===== src/rtl/asteroids_pkg.sv =====
// Shared types and helpers for the torpedo fire-control path.
package asteroids_pkg;

   typedef enum logic [2:0] {
      IDLE     = 3'd0,
      LAUNCH   = 3'd1,
      COOLDOWN = 3'd2,
      WAIT_REL = 3'd3
   } launch_state_t;

   // Width of the cooldown frame counter; never narrower than one bit.
   function automatic int unsigned frame_tick_w(input int unsigned frames);
      int unsigned w;
      w = $clog2(frames + 1);
      return (w < 1) ? 1 : w;
   endfunction

endpackage


===== src/rtl/fire_debounce.sv =====
// Frame-window debounce: fire must be high on every sampled cycle of a frame to count.
module fire_debounce (
   input  logic clk,
   input  logic resetN,
   input  logic vsync,
   input  logic fire,
   output logic fire_deb,
   output logic fire_deb_nxt
);

   logic window;
   logic phase;

   always_ff @(posedge clk or negedge resetN) begin
      if (!resetN) begin
         window   <= 1'b0;
         phase    <= 1'b0;
         fire_deb <= 1'b0;
      end else begin
         phase <= ~phase;
         if (vsync) begin
            window   <= 1'b1;
            fire_deb <= window;
         end else if (phase) begin
            window <= window & fire;
         end
      end
   end

   assign fire_deb_nxt = window;

endmodule


===== src/rtl/torpedo_launcher.sv =====
// Torpedo fire control: debounced fire, cooldown, round-robin slot launch per frame.
// Optional TORPEDO_LAUNCHER_AUTOFIRE_EN: relaunch at cooldown exit while fire is held.
module torpedo_launcher
   import asteroids_pkg::*;
#(
   parameter int unsigned NUM_SLOTS       = 4,
   parameter int unsigned COOLDOWN_FRAMES = 3,
   parameter int unsigned CNT_W           = 16
) (
   input  logic                 clk,
   input  logic                 resetN,
   input  logic                 vsync,
   input  logic                 fire,
   input  logic [NUM_SLOTS-1:0] slot_busy,
   input  logic [NUM_SLOTS-1:0] slot_dead,
   output logic [NUM_SLOTS-1:0] launch,
   output logic                 launch_any,
   output logic                 fire_deb,
   output logic                 no_slot,
   output logic [CNT_W-1:0]     shots_fired,
   output logic [2:0]           state
);

   localparam int unsigned IDX_W        = (NUM_SLOTS > 1) ? $clog2(NUM_SLOTS) : 1;
   localparam int unsigned FRAME_TICK_W = frame_tick_w(COOLDOWN_FRAMES);
   localparam logic [FRAME_TICK_W-1:0] CD_LOAD =
      (COOLDOWN_FRAMES == 0) ? '0 : FRAME_TICK_W'(COOLDOWN_FRAMES - 1);

   // Returns {found, index} of the first free slot at or after ptr, wrapping.
   function automatic logic [IDX_W:0] rr_pick(input logic [NUM_SLOTS-1:0] free,
                                              input logic [IDX_W-1:0]     ptr);
      logic [IDX_W:0] r;
      int unsigned    idx;
      r = '0;
      for (int unsigned i = 0; i < NUM_SLOTS; i++) begin
         idx = 32'(ptr) + i;
         if (idx >= NUM_SLOTS) idx = idx - NUM_SLOTS;
         if (!r[IDX_W] && (((free >> idx) & NUM_SLOTS'(1)) != '0))
            r = {1'b1, IDX_W'(idx)};
      end
      return r;
   endfunction

   launch_state_t           st;
   logic [IDX_W-1:0]        rr_ptr;
   logic [FRAME_TICK_W-1:0] cd_cnt;
   logic                    fire_deb_nxt;
   logic [NUM_SLOTS-1:0]    slot_free;
   logic [IDX_W:0]          pick;
   logic                    pick_ok;
   logic [IDX_W-1:0]        pick_idx;
   logic [IDX_W-1:0]        pick_next;
   logic [NUM_SLOTS-1:0]    pick_onehot;

   fire_debounce u_fire_debounce (
      .clk          (clk),
      .resetN       (resetN),
      .vsync        (vsync),
      .fire         (fire),
      .fire_deb     (fire_deb),
      .fire_deb_nxt (fire_deb_nxt)
   );

   // A dead pulse frees the slot even while its busy flag is still up.
   assign slot_free   = ~slot_busy | slot_dead;
   assign pick        = rr_pick(slot_free, rr_ptr);
   assign pick_ok     = pick[IDX_W];
   assign pick_idx    = pick[IDX_W-1:0];
   assign pick_next   = (pick_idx == IDX_W'(NUM_SLOTS - 1)) ? '0 : pick_idx + 1'b1;
   assign pick_onehot = NUM_SLOTS'(1) << pick_idx;

   always_ff @(posedge clk or negedge resetN) begin
      if (!resetN) begin
         st          <= IDLE;
         launch      <= '0;
         no_slot     <= 1'b0;
         shots_fired <= '0;
         rr_ptr      <= '0;
         cd_cnt      <= '0;
      end else if (vsync) begin
         launch  <= '0;
         no_slot <= 1'b0;
         unique case (st)
            IDLE: begin
               if (fire_deb_nxt) begin
                  if (pick_ok) begin
                     st          <= LAUNCH;
                     launch      <= pick_onehot;
                     rr_ptr      <= pick_next;
                     shots_fired <= shots_fired + 1'b1;
                  end else begin
                     no_slot <= 1'b1;
                  end
               end
            end
            LAUNCH: begin
               cd_cnt <= CD_LOAD;
               st     <= (COOLDOWN_FRAMES == 0) ? WAIT_REL : COOLDOWN;
            end
            COOLDOWN: begin
               if (cd_cnt != '0) begin
                  cd_cnt <= cd_cnt - 1'b1;
               end else begin
`ifdef TORPEDO_LAUNCHER_AUTOFIRE_EN
                  if (fire_deb_nxt && pick_ok) begin
                     st          <= LAUNCH;
                     launch      <= pick_onehot;
                     rr_ptr      <= pick_next;
                     shots_fired <= shots_fired + 1'b1;
                  end else if (fire_deb_nxt) begin
                     st      <= IDLE;
                     no_slot <= 1'b1;
                  end else begin
                     st <= WAIT_REL;
                  end
`else
                  st <= WAIT_REL;
`endif
               end
            end
            WAIT_REL: begin
               if (!fire_deb_nxt) st <= IDLE;
            end
            default: st <= IDLE;
         endcase
      end
   end

   assign launch_any = |launch;
   assign state      = st;

endmodule

===== config.mk =====
export PLATFORM = sky130hd
export DESIGN_NAME = torpedo_launcher
export DESIGN_NICKNAME = d
export VERILOG_FILES = /design/src/rtl/asteroids_pkg.sv /design/src/rtl/fire_debounce.sv /design/src/rtl/torpedo_launcher.sv
export SDC_FILE = /design/constraint.sdc
export NUM_CORES = 1
export LEC_CHECK = 0
export CORE_UTILIZATION = 56
export DETAILED_ROUTE_END_ITERATION = 16
export GPL_ROUTABILITY_DRIVEN = 0
export PLACE_DENSITY = 0.92
export SYNTH_ARGS = -nofsm -noshare
export SYNTH_HDL_FRONTEND = slang
export SYNTH_SLANG_ARGS = --single-unit

===== constraint.sdc =====
create_clock -name clk -period 7.5 [get_ports clk]
set_clock_uncertainty 0.15 [all_clocks]
set_input_delay 1.5 -clock clk [delete_from_list [all_inputs] [get_ports clk]]
set_output_delay 1.5 -clock clk [all_outputs]
set_load 0.01 [all_outputs]

==> After elaboration in Yosys (flattened, before gate mapping) <==
Cells that the tools add are included.
{ "classes": {"eq_ne": 9, "n_bitwise": 4, "add_sub_neg": 10, "mux": 24, "reduce_logical": 14, "n_mul": 0, "div_mod_pow": 0, "n_shift": 5, "n_lt_le_gt_ge": 4} }
{ "op_table": {"columns": ["op", "n"], "rows": [
  ["32-bit 2-to-1 mux", 4],
  ["4-bit by 32-bit >> shifter with 1-bit output", 4],
  ["3-bit 2-to-1 mux", 8],
  ["16-bit by 1-bit adder with 16-bit output, second input constant", 1],
  ["4-bit 2-to-1 mux", 3],
  ["3-bit case mux with 4 select lines", 1],
  ["3-bit by 3-bit subtractor with 4-bit output, second input constant", 3],
  ["3-bit greater-or-equal comparator, second input constant", 3],
  ["2-bit != test, second input constant", 4],
  ["2-bit by 2-bit adder with 3-bit output, second input constant", 2],
  ["3-bit by 2-bit == test with 1-bit output, second input constant", 2],
  ["2-bit nonzero test", 3],
  ["1-bit 2-to-1 mux", 5],
  ["5-bit AND reduction", 1],
  ["2-bit 2-to-1 mux", 2],
  ["4-bit inverter", 1],
  ["4-bit OR", 1],
  ["2-bit case mux with 2 select lines", 1],
  ["4-bit AND reduction", 1],
  ["4-bit OR reduction", 1],
  ["1-bit by 2-bit left shift with 4-bit output, first input constant", 1],
  ["2-bit by 3-bit subtractor with 4-bit output, second input constant", 1],
  ["2-bit by 1-bit adder with 3-bit output, second input constant", 1],
  ["3-bit by 1-bit == test with 1-bit output, second input constant", 1],
  ["11 further kinds", 15]
]} }
{ "totals": {"ram_bits": 0, "reg_bits": 31, "n_memories": 0, "latchBits": 0, "mem_bits_ro": 0, "in_bits": 12, "out_inout_bits": 26} }

==> Depth between registers and ports, before layout <==
{ "logic_depth": {"word_depth": 17, "mapped_depth": 12} }

==> Hierarchy <==
From an unflattened synthesis, not the netlist that was laid out.
{ "unflattened": {"cells_unflattened": 173, "hier_area_um2": 1965.6} }
{ "by_module_without_submodules": {"columns": ["mod", "instances", "seq_area_each_um2", "cells_each", "area_per_inst_um2"], "rows": [
  ["torpedo_launcher", 1, 675.6, 166, 1858.0],
  ["fire_debounce", 1, 75.1, 7, 107.6]
]} }

==> Worst setup path before layout <==
No wires, ideal clock.
{ "synth_path": {"path_kind": "input to register", "start": "input port slot_busy[3]", "end": "register rr_ptr[1]", "required_ns": 7.225, "t_arrival_ns": 3.228, "path_buffers": 0, "stages": 7, "setup_time_ns": 0.125, "setup_slack_ns": 3.997, "path_cell_list": "nor2b_1 > a2111oi_1 > nor2_1 > a21bo_2 > a31o_2 > ha_1 > mux2_2"} }
{ "synth_via": {"elab_chain_len": 15, "elab_cells_between_ends": 20, "classes_between": "1 x add/sub; 1 x eq/ne; 4 x shift; 5 x mux; 2 x bitwise; 7 x reduce/logical"} }
{ "synth_rtl": {"columns": ["element", "line", "text"], "rows": [
  ["start, declared", "torpedo_launcher.sv:14", "input logic [NUM_SLOTS-1:0] slot_busy,"],
  ["4-bit inverter (*)", "torpedo_launcher.sv:65", "assign slot_free = ~slot_busy | slot_dead;"],
  ["4-bit OR (*)", "torpedo_launcher.sv:65", null],
  ["4-bit by 32-bit >> shifter with 1-bit output", "torpedo_launcher.sv:38", "if (!r[IDX_W] && (((free >> idx) & NUM_SLOTS'(1)) != '0))"],
  ["3-bit 2-to-1 mux", "torpedo_launcher.sv:38", null],
  ["1-bit logical NOT", "torpedo_launcher.sv:38", null],
  ["1-bit logical AND", "torpedo_launcher.sv:38", null],
  ["3-bit 2-to-1 mux", "torpedo_launcher.sv:38", null],
  ["1-bit logical NOT", "torpedo_launcher.sv:38", null],
  ["1-bit logical AND", "torpedo_launcher.sv:38", null],
  ["3-bit 2-to-1 mux", "torpedo_launcher.sv:38", null],
  ["1-bit logical NOT", "torpedo_launcher.sv:38", null],
  ["1-bit logical AND", "torpedo_launcher.sv:38", null],
  ["3-bit 2-to-1 mux (*)", "torpedo_launcher.sv:38", null],
  ["2-bit by 1-bit adder with 2-bit output or 2-bit == test (tied branches)", "torpedo_launcher.sv:69", "assign pick_next = (pick_idx == IDX_W'(NUM_SLOTS - 1)) ? '0 : pick_idx + 1'b1;"],
  ["2-bit 2-to-1 mux (*)", "torpedo_launcher.sv:69", null],
  ["via pick_next[1]", "torpedo_launcher.sv:52", "logic [IDX_W-1:0] pick_next;"],
  ["end signal, assigned", "torpedo_launcher.sv:89", "rr_ptr <= pick_next;"],
  ["end, declared", "torpedo_launcher.sv:45", "logic [IDX_W-1:0] rr_ptr;"]
]} }
Mark *: on every way through the listed nets, which the timed path passes. The rest lies on a longest branch.
A chain may end at the register's enable or synchronous reset.

==> Final worst setup path <==
Same ends and word-level chain as after synthesis.

==> summary.md <==
| Metric | Value |
|---|---|
| Status | completed |
| Global-route usage over all layers | 22.58% |
| CP startpoint kind | primary input |
| Chip height | 60.96 um |
| # Post-CTS Setup Buffers | 0 |
| Syn Nets | 221 |
| Number of synthesized flops with an enable pin | 0 |
| Crit Path Class | primary input to flip-flop |
| Hold Crit Class | flip-flop to flip-flop |
| H-tree Lvls | 2 |
| Share of post-route cells with drive strength above 1 | 7.759% |
| CP dominant cell by count | nor2b_1 |
| Comb pwr share | 52.5% |
| Total power | 0.7341 mW |
| Hold Buf Count CTS | 0 |
| Post-Syn Area | 0.001947 mm^2 |
| Max cap viols | 0 |
| Dominant cells by area after synthesis | dfrtp_1, ha_1, xnor2_1 |
| YS warnings | 0 |
| Final wirelength | 3.894 mm |
| Detailed Place HPWL | 2.680 mm |
| Async SR Flop Fraction | 100.0% |
| 1st-pass router iterations | 4 |
| Worst vdd ir | 0.0001760 V |
| Worst Tran Pin Value | 0.7060 ns |
| Io pins | 38 |
| Fin worst setup slack | 3.392 ns |
| Yosys top cell area share | 38.56% |
| Critical path buffer and inverter count | 1 |
| Switching share of total power | 42.50% |
| Sequential share of power | 32.8% |
| Die X-Extent | 60.96 um |
| Global-route wire length before repair | 6.127 mm |
| CTS tree | done |
| PortBufs | 36 |
| Mapped Avg Cell Area | 9.933 um^2 |
| Arr. time, crit path | 4.17 ns |
| RSZ-0062 raised after global routing | false |
| Clock slew at reported path FFs | 0.12 ns |
| Worst Setup End Kind | flip-flop |
| Die ar. | 0.003716 mm^2 |
| Antenna viol nets, final | 0 |
| Vias in the first global route | 1363 |
| Clk sinks | 30 |
| LEAKAGE | 1.001 nW |
| DRT iter0 DRCs | 68 |
| Largest area contributor in the netlist | dfrtp_1 |
| Crit share post-route | 54.77% |
| Setup_tns | 0 ns |
| Hold slack | 0.2644 ns |
| Clk pwr share | 14.7% |
| Pin count of the biggest net entering global routing | 31 |
| Crit-path leading delay family | compound AO/OA/AOI/OAI gates |
| Slowest stage cell, crit path | a2111oi_1 |
| Worst EP required | 7.57 ns |
| Slew Limit Fails | 0 |
| Nets | 256 |
| Slew margin rel. | 52.93% |
| Crit-path max FO | 19 |
| Gr ovfl total | 0 |
| Post-Syn Instances | 196 |
| CTS root buf | clkbuf_4 |
| Unique cell type count in the Yosys netlist | 50 |
| TritonCTS buffer count | 5 |
| Wire length per cell | 14.01 um |
| Crit path time final | 4.108 ns |
| Flops & latches, synth | 30 |
| CP Cell Sequence | clkdlybuf4s50_1, nor2b_1, a2111oi_1, a211o_1, nor2b_1, o22a_1, ha_1, mux2_2 |
| Initial antenna violation count | 0 |
| Area delta synth->final | 22.11% |
| Fin. Hold Viols | 0 |
| Power Density | 308.8 mW/mm^2 |
| Ant. Diodes | 0 |
| Final setup fails | 0 |
| Net Switching | 0.3120 mW |
| Int Pwr | 0.4221 mW |
| Vias per std cell | 5.734 |
| Core region area | 0.003337 mm^2 |
| Slowest stage delay, CP | 0.59 ns |
| Primary FF master, synth | dfrtp_1 |
| Starting Density | 58.34% |
| FP Rows | 21 |
| Max Clk Rate | 243.4 MHz |
| Seq/Total Area, Yosys | 38.56% |
| Via count | 1594 |
| Residual DRC | 0 |
| Bufs on Longest Clock Path | 2 |
| Clk_lat worst skew | 0.35 ns |
| Post-Place Setup Slack | 3.083 ns |
| Post_cts resized | 0 |
[routing by layer]
layer	routed length (um)	global-route usage, %	vias up
met3	145	5.330	6
met2	1796	34.07	31
met4	54	6.818	0
met5	0	0	-
met1	1897	32.38	767
li1	-	-	790
[flip-flops by register name (all words and copies together) (netlist names)]
name	cells
cd_cnt	2
launch	4
no_slot	1
rr_ptr	2
shots_fired	16
state	2
u_fire_debounce.fire_deb	1
u_fire_debounce.fire_deb_nxt	1
u_fire_debounce.phase	1
[layout by cell type (no fill, tap or decap), types with 2 or more instances in the layout]
master,synthesis,routed
clkdlybuf4s50_1,0,36
dfrtp_1,30,30
o21ai_0,14,14
xnor2_1,14,14
ha_1,13,13
inv_1,11,11
nand2_1,10,10
nor2_1,7,7
o211ai_1,7,7
nand3_1,6,6
nor2b_1,5,5
nor3b_1,5,5
a21oi_1,5,5
o2111ai_1,5,5
clkbuf_4,0,5
and3b_1,4,4
a32o_1,4,4
nor3_1,3,3
a31oi_1,3,3
a211o_1,3,3
and3_1,3,3
mux2_2,3,3
mux2i_1,2,2
nand2b_1,2,2
and2_1,2,2
o22ai_1,2,2
nor4_1,2,2
a21boi_0,2,2
[power groups by stage]
stage               registers (mW)  clock network (mW)  logic [mW]
global route                 0.247               0.114       0.429
global placement             0.243                   0       0.371
finish                       0.241               0.108       0.385
detailed placement           0.243                   0       0.381
floorplan                    0.239                   0       0.281
CTS                          0.241               0.109       0.384
[layout make-up]
cell class                      count  area [um^2]
Inverter                           11        41.29
Tap cell                           46        57.56
Multi-Input combinational cell    146         1096
Clock inverter                      2        12.51
Clock buffer                        6        51.30
Timing Repair Buffer               37        367.9
Sequential cell                    30        750.7
Fill cell                         268        959.7
[stage by stage]
stage	instances	utilization, %	area, um^2
2_1_floorplan	196	-	1947
6_report	278	71.24	2377
3_5_place_dp	270	69.33	2313
4_1_cts	278	71.24	2377
3_3_place_gp	270	69.33	2313
5_1_grt	278	71.24	2377
[synth_stat cells, types with 2 or more instances]
cell       number
a211o_1         3
a21boi_0        2
o22ai_1         2
nor2_1          7
buf_6           2
mux2_2          3
nand2b_1        2
nor3b_1         5
buf_2           5
a32o_1          4
mux2i_1         2
inv_1          11
nor3_1          3
ha_1           13
nand2_1        10
o211ai_1        7
a21oi_1         5
o21ai_0        14
a31oi_1         3
nand3_1         6
and2_1          2
o2111ai_1       5
and3b_1         4
nor2b_1         5
and3_1          3
dfrtp_1        30
xnor2_1        14
nor4_1          2
[cells by family (layout without fill, tap and decap cells)]
| family | Yosys count | in the layout | share of synthesized area (%) |
|---|---|---|---|
| xor+xnor | 15 | 15 | 6.748 |
| fa+ha+maj | 13 | 13 | 8.355 |
| buf+inv | 20 | 56 | 5.141 |
| mux | 6 | 6 | 3.920 |
| other cells | 1 | 1 | 0.1926 |
| compound gates | 56 | 56 | 20.82 |
| simple gates | 55 | 55 | 16.26 |
| flops | 30 | 30 | 38.56 |
[worst paths after layout]
path / depth (start not counted) / to / slack (ns) / startpoint
max: 8 / rr_ptr[1] / 3.39 / slot_busy[3]
min: 1 / u_fire_debounce.phase / 0.26 / u_fire_debounce.phase
max reg2reg: 8 / rr_ptr[1] / 3.93 / rr_ptr[0]
min reg2reg: 1 / u_fire_debounce.phase / 0.26 / u_fire_debounce.phase
max in group asynchronous: 2 / rr_ptr[1] / 5.52 / resetN
min in group asynchronous: 2 / cd_cnt[1] / 1.37 / resetN
No activity file was read; power rests on OpenSTA's default activity.
